## config.mk

```make
export PLATFORM = sky130hd
export DESIGN_NAME = uart_rx_os
export DESIGN_NICKNAME = d
export VERILOG_FILES = /design/src/rtl/uart_pkg.sv /design/src/rtl/uart_os_tick.sv /design/src/rtl/uart_rx_os.sv
export SDC_FILE = /design/constraint.sdc
export NUM_CORES = 1
export LEC_CHECK = 0
export ABC_CLOCK_PERIOD_IN_PS = 2200
export CAP_MARGIN = 20
export CORE_MARGIN = 4
export CORE_UTILIZATION = 55
export CTS_CLUSTER_DIAMETER = 30
export DETAILED_ROUTE_END_ITERATION = 16
export DONT_BUFFER_PORTS = 1
export GPL_ROUTABILITY_DRIVEN = 0
export PLACE_DENSITY = 0.7
export SYNTH_ARGS = -nofsm -noshare
export SYNTH_HDL_FRONTEND = slang
export SYNTH_SLANG_ARGS = --single-unit
```

## constraint.sdc

```tcl
create_clock -name clk -period 2.2 [get_ports clk]
set_clock_uncertainty 0.15 [all_clocks]
set_input_delay 0.33 -clock clk [delete_from_list [all_inputs] [get_ports clk]]
set_output_delay 0.33 -clock clk [all_outputs]
set_load 0.05 [all_outputs]
```

## src/rtl/uart_pkg.sv

```systemverilog
// Shared types and helpers for the oversampled UART receive path.
package uart_pkg;

  typedef enum logic [2:0] {
    IDLE      = 3'd0,
    START     = 3'd1,
    DATA      = 3'd2,
    PARITY    = 3'd3,
    STOP      = 3'd4,
    WAIT_IDLE = 3'd5
  } uart_state_t;

  // Clocks per oversampling tick; truncating division.
  function automatic int calc_div(input int clk_freq, input int baud_rate, input int os);
    return clk_freq / (baud_rate * os);
  endfunction

endpackage

```

## src/rtl/uart_os_tick.sv

```systemverilog
// Oversampling tick generator: free-running 0..DIV-1 counter, tick on the last count,
// with a synchronous clear to re-phase it onto a line edge.
module uart_os_tick #(
  parameter int DIV = 13
) (
  input  logic clk,
  input  logic rst,
  input  logic i_clr,
  output logic o_tick
);

  localparam int CW = (DIV > 1) ? $clog2(DIV) : 1;
  localparam logic [CW-1:0] LAST = CW'(DIV - 1);

  logic [CW-1:0] r_cnt;

  always_ff @(posedge clk) begin
    if (rst || i_clr) begin
      r_cnt <= '0;
    end else if (r_cnt == LAST) begin
      r_cnt <= '0;
    end else begin
      r_cnt <= r_cnt + CW'(1);
    end
  end

  assign o_tick = (r_cnt == LAST);

endmodule

```

## src/rtl/uart_rx_os.sv

```systemverilog
// Oversampling 8N1 UART receiver with false-start and framing-error detection.
// Define UART_RX_PARITY_EN to add an even-parity bit between data and stop.
module uart_rx_os
  import uart_pkg::*;
#(
  parameter int clk_freq  = 1000000,
  parameter int baud_rate = 9600,
  parameter int OS        = 8
) (
  input  logic       clk,
  input  logic       rst,
  input  logic       rx,
  output logic [7:0] dout,
  output logic       done,
  output logic       frame_err,
  output logic       parity_err,
  output logic       busy
);

  localparam int DIV = calc_div(clk_freq, baud_rate, OS);
  localparam int TW  = $clog2(OS);
  localparam logic [TW-1:0] HALF_T = TW'(OS / 2 - 1);
  localparam logic [TW-1:0] LAST_T = TW'(OS - 1);

  uart_state_t r_state;
  logic          r_rx_meta;
  logic          r_rx_s;
  logic          r_rx_prev;
  logic [TW-1:0] r_tick_cnt;
  logic [2:0]    r_bit_idx;
  logic [7:0]    r_shift;
  logic [7:0]    r_dout;
  logic          r_done;
  logic          r_frame_err;
  logic          w_fall;
  logic          w_clr;
  logic          w_tick;
`ifdef UART_RX_PARITY_EN
  logic          r_par_bit;
  logic          r_parity_err;
`endif

  // Two-flop synchroniser plus one history flop for falling-edge detection.
  always_ff @(posedge clk) begin
    if (rst) begin
      r_rx_meta <= 1'b1;
      r_rx_s    <= 1'b1;
      r_rx_prev <= 1'b1;
    end else begin
      r_rx_meta <= rx;
      r_rx_s    <= r_rx_meta;
      r_rx_prev <= r_rx_s;
    end
  end

  assign w_fall = r_rx_prev & ~r_rx_s;
  assign w_clr  = (r_state == IDLE) & w_fall;

  uart_os_tick #(.DIV(DIV)) u_tick (
    .clk    (clk),
    .rst    (rst),
    .i_clr  (w_clr),
    .o_tick (w_tick)
  );

  always_ff @(posedge clk) begin
    if (rst) begin
      r_state     <= IDLE;
      r_tick_cnt  <= '0;
      r_bit_idx   <= '0;
      r_dout      <= 8'h00;
      r_done      <= 1'b0;
      r_frame_err <= 1'b0;
`ifdef UART_RX_PARITY_EN
      r_parity_err <= 1'b0;
`endif
    end else begin
      r_done      <= 1'b0;
      r_frame_err <= 1'b0;
`ifdef UART_RX_PARITY_EN
      r_parity_err <= 1'b0;
`endif
      case (r_state)
        IDLE: begin
          if (w_fall) begin
            r_state    <= START;
            r_tick_cnt <= '0;
          end
        end
        START: begin
          if (w_tick) begin
            if (r_tick_cnt == HALF_T) begin
              r_tick_cnt <= '0;
              r_bit_idx  <= '0;
              // Line back high at the start-bit centre: treat as a glitch.
              r_state    <= r_rx_s ? IDLE : DATA;
            end else begin
              r_tick_cnt <= r_tick_cnt + TW'(1);
            end
          end
        end
        DATA: begin
          if (w_tick) begin
            if (r_tick_cnt == LAST_T) begin
              r_tick_cnt          <= '0;
              r_shift[r_bit_idx]  <= r_rx_s;
              r_bit_idx           <= r_bit_idx + 3'd1;
              if (r_bit_idx == 3'd7) begin
`ifdef UART_RX_PARITY_EN
                r_state <= PARITY;
`else
                r_state <= STOP;
`endif
              end
            end else begin
              r_tick_cnt <= r_tick_cnt + TW'(1);
            end
          end
        end
`ifdef UART_RX_PARITY_EN
        PARITY: begin
          if (w_tick) begin
            if (r_tick_cnt == LAST_T) begin
              r_tick_cnt <= '0;
              r_par_bit  <= r_rx_s;
              r_state    <= STOP;
            end else begin
              r_tick_cnt <= r_tick_cnt + TW'(1);
            end
          end
        end
`endif
        STOP: begin
          if (w_tick) begin
            if (r_tick_cnt == LAST_T) begin
              r_tick_cnt <= '0;
              r_dout     <= r_shift;
              if (r_rx_s) begin
                r_done  <= 1'b1;
`ifdef UART_RX_PARITY_EN
                r_parity_err <= ^r_shift ^ r_par_bit;
`endif
                r_state <= IDLE;
              end else begin
                r_frame_err <= 1'b1;
                r_state     <= WAIT_IDLE;
              end
            end else begin
              r_tick_cnt <= r_tick_cnt + TW'(1);
            end
          end
        end
        WAIT_IDLE: begin
          // Hold off through a break until the line returns to idle.
          if (r_rx_s) begin
            r_state <= IDLE;
          end
        end
        default: r_state <= IDLE;
      endcase
    end
  end

  assign dout      = r_dout;
  assign done      = r_done;
  assign frame_err = r_frame_err;
  assign busy      = (r_state != IDLE);
`ifdef UART_RX_PARITY_EN
  assign parity_err = r_parity_err;
`else
  assign parity_err = 1'b0;
`endif

endmodule

```

==> impl_metrics.ini, run 1 <==
[status]
run_status = finished, final reports clean

[final_layout]
finalNonFillerCells = 209
commonest_non_fill_non_tap_cell_in_the_layout = nor2_1
antenna_cells_inserted = 0
area.growth.synth_to_final_pct = 10.2
number_of_nets_in_the_layout = 190
layout_common_cells = 27 x nor2_1, 25 x dfxtp_1, 16 x mux2i_1
final_layout_size_suffix_gt1_frac = 0.129
filler_cells = 239

[pwr]
pwr_density_cell_nw_per_um2 = 646
power_leakage_nw = 0.733
power.combinational.fraction = 0.062
power.sequential.fraction = 0.566
finalPower_mw = 1.15
peakVddDrop_mv = 0.548
p_int_mw = 0.904
netSwitchingFraction = 0.217
switchingPower_mw = 0.250
clockPowerShare = 0.372

[setup_path]
critical_path.slowest_cell = or4_1
cp_cell_sequence = ha_2 -> ha_2 -> nand4_1 -> or4_1 -> buf_4 -> mux2i_1 -> nor2_1
crit_fanout = 10
setup.worst_path.end_class = register
crit_top_cell = ha_2
crit_type = reg2reg
cp_slowest_stage_delay_ps = 410
arrival_ps = 2110
worst-endpoint-required_ps = 2250
start_kind = register

[cts]
clock_tree_from_tritoncts = done
clock_latency_ps = 330
clk_path_buf_depth = 2
clkSlewWorstSetupHoldPaths_ps = 100
clkSinkCount = 34
clk_root_buffer_cell = clkbuf_4
ctsHtreeMaxLevel = 2
number_of_cts_inserted_buffers = 5

[sta]
hold_violations = 0
totalNegativeSetupSlack_ps = 0
worst_hold_slack_ps = 12.1
min_period_ps = 2060
tightestPinTransition_ps = 533
rsz0062_at_grt = no
timing.final.crit_share = 0.938
timing_max_transition_violations_final = 0
max_clock_freq_mhz = 485
timing.slew.headroom = 0.644
setup_viol = 0

[synth]
synthSimpleGateAreaFrac = 0.192
ys_seq_area_frac = 0.469
mapped_cells = 169
async_reset_ff_frac = 0
synth.net_count = 181
synth_cell_types = 40
number_of_flops_mapped_to_enable_cells_by_yosys = 8
dominant_combinational_cell_family_by_area_after_synthesis = simple AND/OR/NAND/NOR gates
dominantRegCellSynth = dfxtp_1
yosysWarningCount = 0
synth.avg_cell_area_sq_um = 9.60
ys_seq_elements = 34
post_synth_xor_area_fraction = 0.0108
synth-compound-area-share = 0.103
synth-adder-area-share = 0.0694
mappedNetlistArea_sq_um = 1620
yosys-mux-area-fraction = 0.0988

[floorplan]
rows = 19
fp.dieArea_sq_um = 3880
dieWidth_microns = 62.3
initial_utilization = 0.583
core-area_sq_um = 2780
die_height_microns = 62.3
floorplan.io_pins = 15

[grt]
number_of_antenna_violations_at_the_first_check_in_global_routing = 0
grtUsageTotal = 0.171
largest_net_degree_at_the_start_of_global_routing = 19
grt_pass1_vias = 1174
grt_first_pass_wirelength_mm = 5.44
grt_remaining_overflow = 0

[placement]
hpwlAfterDp_mm = 2.16
post-place-cells = 197
place.port_buffers = 0

[drt]
antenna_left = 0
route.vias.total = 1221
drt_first_iter_violations = 51
routed_wirelength_mm = 3.08
drt-vias-per-instance = 5.84
post-route-drc-count = 0
wire_per_inst_microns = 14.7
dr.pass1.iters = 4

[hold_path]
hold_class = in2reg

[run]
max-cap-violations = 0
==> Yosys cell counts (all sizes together), types with 2 or more instances <==
cell type   n  area [sq um]
a211oi      3          27.5
a21oi       4          20.0
a31oi       2          12.5
and3        2          12.5
buf         7          40.0
clkbuf      3          11.3
dfxtp      26           521
edfxtp      8           240
ha          9           113
inv         9          33.8
mux2i      16           160
nand2      10          37.5
nand2b      4          25.0
nand3       2          10.0
nand3b      2          15.0
nand4       2          12.5
nor2       27           101
nor3        5          35.0
o211ai      2          15.0
o21ai       7          35.0
o31ai       2          15.0
or2         2          12.5
or4         2          15.0
==> timing repair <==
item,CTS,global route
hold buffers,3,1
buffers inserted,0,1
hold endpoints to repair,15,13
gates resized for setup,0,3
endpoints found under the setup margin,0,9
==> through the flow <==
stage | worst slack (ps) | area [sq um] | utilization
2_1_floorplan | 272 | 1620 | -
3_3_place_gp | 184 | 1660 | 0.597
3_5_place_dp | 33.8 | 1660 | 0.597
4_1_cts | 11.4 | 1760 | 0.634
5_1_grt | 35.6 | 1790 | 0.642
6_report | 137 | 1790 | 0.642
==> kinds of logic (layout without fill, tap and decap cells) <==
family | after synthesis | in the layout
mux | 16 | 16
fa+ha+maj | 9 | 9
other cells | 1 | 1
compound gates | 25 | 25
buf+inv | 20 | 29
simple gates | 62 | 62
flops | 34 | 34
xor+xnor | 2 | 2
==> cell type report <==
cell class	instances	area [sq um]	share of cell area
repair buffers	12	100	0.0560
multi-input cells	115	777	0.435
flip-flops and latches	34	762	0.426
clock inverters	2	33.8	0.0189
inverters	10	37.5	0.0210
clock buffers	5	37.5	0.0210
well taps	31	38.8	0.0217
==> per-layer routing <==
| layer | track usage | share of wire | vias up |
|---|---|---|---|
| met3 | 0.0486 | 0.058 | 4 |
| met1 | 0.230 | 0.45 | 573 |
| met4 | 0.0557 | 0.010 | 0 |
| met5 | 0 | 0 | - |
| li1 | - | - | 610 |
| met2 | 0.266 | 0.48 | 34 |
==> worst paths after layout <==
check | from | endpoint | slack (ps) | depth (start not counted)
max | r_tick_cnt[0] | dout[2] | 140 | 7
min | rst | r_tick_cnt[0] | 10 | 3
max reg2reg | r_tick_cnt[0] | dout[2] | 140 | 7
min reg2reg | r_tick_cnt[1] | r_tick_cnt[1] | 330 | 2
==> power by group through the flow <==
stage,sequential (mW),combinational (mW),clock (mW)
6_report,0.653,0.0721,0.429
5_1_grt,0.655,0.0807,0.472
4_1_cts,0.653,0.0676,0.440
3_5_place_dp,0.667,0.0637,0
3_3_place_gp,0.667,0.0616,0
2_1_floorplan,0.666,0.0544,0
==> critical path, delay by kind of cell, from the launching register on <==
family        cells  cell delay (ps)
fa+ha+maj         2              430
simple gates      3              600
buf+inv           1              200
flops             1              360
mux               1              200
==> flip-flops by register name (all words and copies together) (netlist names) <==
signal,cells
r_shift,8
r_rx_prev,1
r_rx_s,1
done,1
r_bit_idx,3
u_tick.r_cnt,4
dout,8
r_rx_meta,1
frame_err,1
r_state,3
r_tick_cnt,3
Note: power is estimated with default switching activity, not from simulation.
==> inputs of run 2 (changes only) <==
Settings changed: ABC_CLOCK_PERIOD_IN_PS 2200 to not set.
==> results of run 2 <==
Final layout, timing and power as in run 1 (identical DEF).
==> inputs of run 3 (changes only) <==
Settings changed: CORE_UTILIZATION 55 to 60, PLACE_DENSITY 0.7 to 0.76, SKIP_CTS_REPAIR_TIMING set to 1.
==> run 3 against run 2 <==
Compared with the run above: the run now ends with negative hold slack left; die area down 7.3%; core utilization up 5.7 points; via count down 2.2%; power up 0.87%; sequential cell count unchanged; hold slack worse by 110 ps; register-to-register slack worse by 20 ps; clock power up 4%; non-clock buffer count down 3; sequential power about the same; wire length down 4.4%; first-iteration DRC count up 31%; critical path type unchanged; critical endpoint is now dout[4]; largest power group unchanged.
==> impl_metrics.ini, run 3 (synthesis results as in run 1) <==
[drt]
drt_first_iter_violations = 67
routed_wirelength_mm = 2.95
post-route-drc-count = 0
antenna_left = 0
route.vias.total = 1194
drt-vias-per-instance = 5.80
dr.pass1.iters = 5
wire_per_inst_microns = 14.3

[sta]
timing_max_transition_violations_final = 0
timing.slew.headroom = 0.645
max_clock_freq_mhz = 481
min_period_ps = 2080
worst_hold_slack_ps = -103
finalWorstSetupSlack_ps = 119
tightestPinTransition_ps = 531
setup_viol = 0
timing.final.crit_share = 0.946
hold_violations = 13

[grt]
number_of_antenna_violations_at_the_first_check_in_global_routing = 0
grtUsageTotal = 0.189
grt_pass1_vias = 1183
grt_remaining_overflow = 0
largest_net_degree_at_the_start_of_global_routing = 19
grt_first_pass_wirelength_mm = 5.02

[setup_path]
setup.worst_path.end_class = register
crit_type = reg2reg
worst-endpoint-required_ps = 2290
arrival_ps = 2170
start_kind = register
crit_fanout = 10

[floorplan]
dieWidth_microns = 60.0
fp.dieArea_sq_um = 3600
die_height_microns = 60.0
core-area_sq_um = 2520
floorplan.io_pins = 15
initial_utilization = 0.643
rows = 18

[status]
violations = negative hold slack
run_status = finished, violations left

[pwr]
p_int_mw = 0.913
power_leakage_nw = 0.722
power.combinational.fraction = 0.058
netSwitchingFraction = 0.215
peakVddDrop_mv = 0.648
pwr_density_cell_nw_per_um2 = 660
finalPower_mw = 1.16
switchingPower_mw = 0.251
clockPowerShare = 0.382
power.sequential.fraction = 0.560

[final_layout]
final_layout_size_suffix_gt1_frac = 0.119
area_taken_by_multi_input_logic_gates_sq_um = 777
finalNonFillerCells = 206
antenna_cells_inserted = 0
area.growth.synth_to_final_pct = 8.80
sequential_cell_area_sq_um = 762
layout_common_cells = 27 x nor2_1, 25 x dfxtp_1, 16 x mux2i_1
number_of_nets_in_the_layout = 187
commonest_non_fill_non_tap_cell_in_the_layout = nor2_1
filler_cells = 192

[cts]
clkSinkCount = 34
clk_root_buffer_cell = clkbuf_4
clock_latency_ps = 340
clkSlewWorstSetupHoldPaths_ps = 100
ctsHtreeMaxLevel = 2
clock_tree_from_tritoncts = done
number_of_cts_inserted_buffers = 5
clk_path_buf_depth = 2

[placement]
post-place-cells = 195
preCtsSetupSlack_ps = 80.2
place.port_buffers = 0
hpwlAfterDp_mm = 2.07

[run]
max-cap-violations = 0

[hold_path]
hold_class = in2reg
==> run 3: cell types whose count changed in the layout (fill, tap and decap cells not counted), sizes merged <==
cell | previous run | this run
buf | 8 | 6
clkbuf | 5 | 7
clkinv | 2 | 1
dlygate4sd3 | 4 | 3
==> run 3: worst paths after layout <==
path / to / slack (ps) / start / cells after the start
min: r_bit_idx[2] / -100 / rst / 1
max: dout[4] / 120 / r_tick_cnt[1] / 7
min reg2reg: r_tick_cnt[0] / 340 / r_tick_cnt[0] / 2
max reg2reg: dout[4] / 120 / r_tick_cnt[1] / 7
==> run 3: through the flow <==
step	hold slack, ps	TNS, ps	util	cell area [sq um]
3_3_place_gp	241	0	0.655	1650
6_report	-103	0	0.699	1760
2_1_floorplan	239	0	-	1620
3_5_place_dp	251	0	0.655	1650
5_1_grt	-125	-3.03	0.699	1760
4_1_cts	-117	0	0.685	1730
==> run 3: layer usage <==
metal	global-route usage	vias up	wire length (microns)
met4	0.0823	0	40
li1	-	602	-
met3	0.0626	5	179
met2	0.298	38	1400
met1	0.233	549	1330
met5	0	-	0
==> run 3: worst max-delay path, cell delays in order (launching register included) <==
cell and delay, ps:
dfxtp_1 350, ha_2 210, ha_2 220, nand4_1 180, or4_1 430, buf_4 200, mux2i_1 180, nor2_1 60
==> run 3: final cells by class <==
cell class	instances	area share
multi-input cells	115	0.440
flip-flops and latches	34	0.432
repair buffers	9	0.0426
clock buffers	7	0.0255
inverters	10	0.0213
well taps	30	0.0213
clock inverters	1	0.0170
==> run 3: power by group through the flow <==
stage / sequential, mW / combinational, mW / clock (mW)
floorplan: 0.666 / 0.0544 / 0
global placement: 0.666 / 0.0604 / 0
detailed placement: 0.667 / 0.0624 / 0
CTS: 0.652 / 0.0628 / 0.460
global route: 0.654 / 0.0749 / 0.489
finish: 0.652 / 0.0673 / 0.445
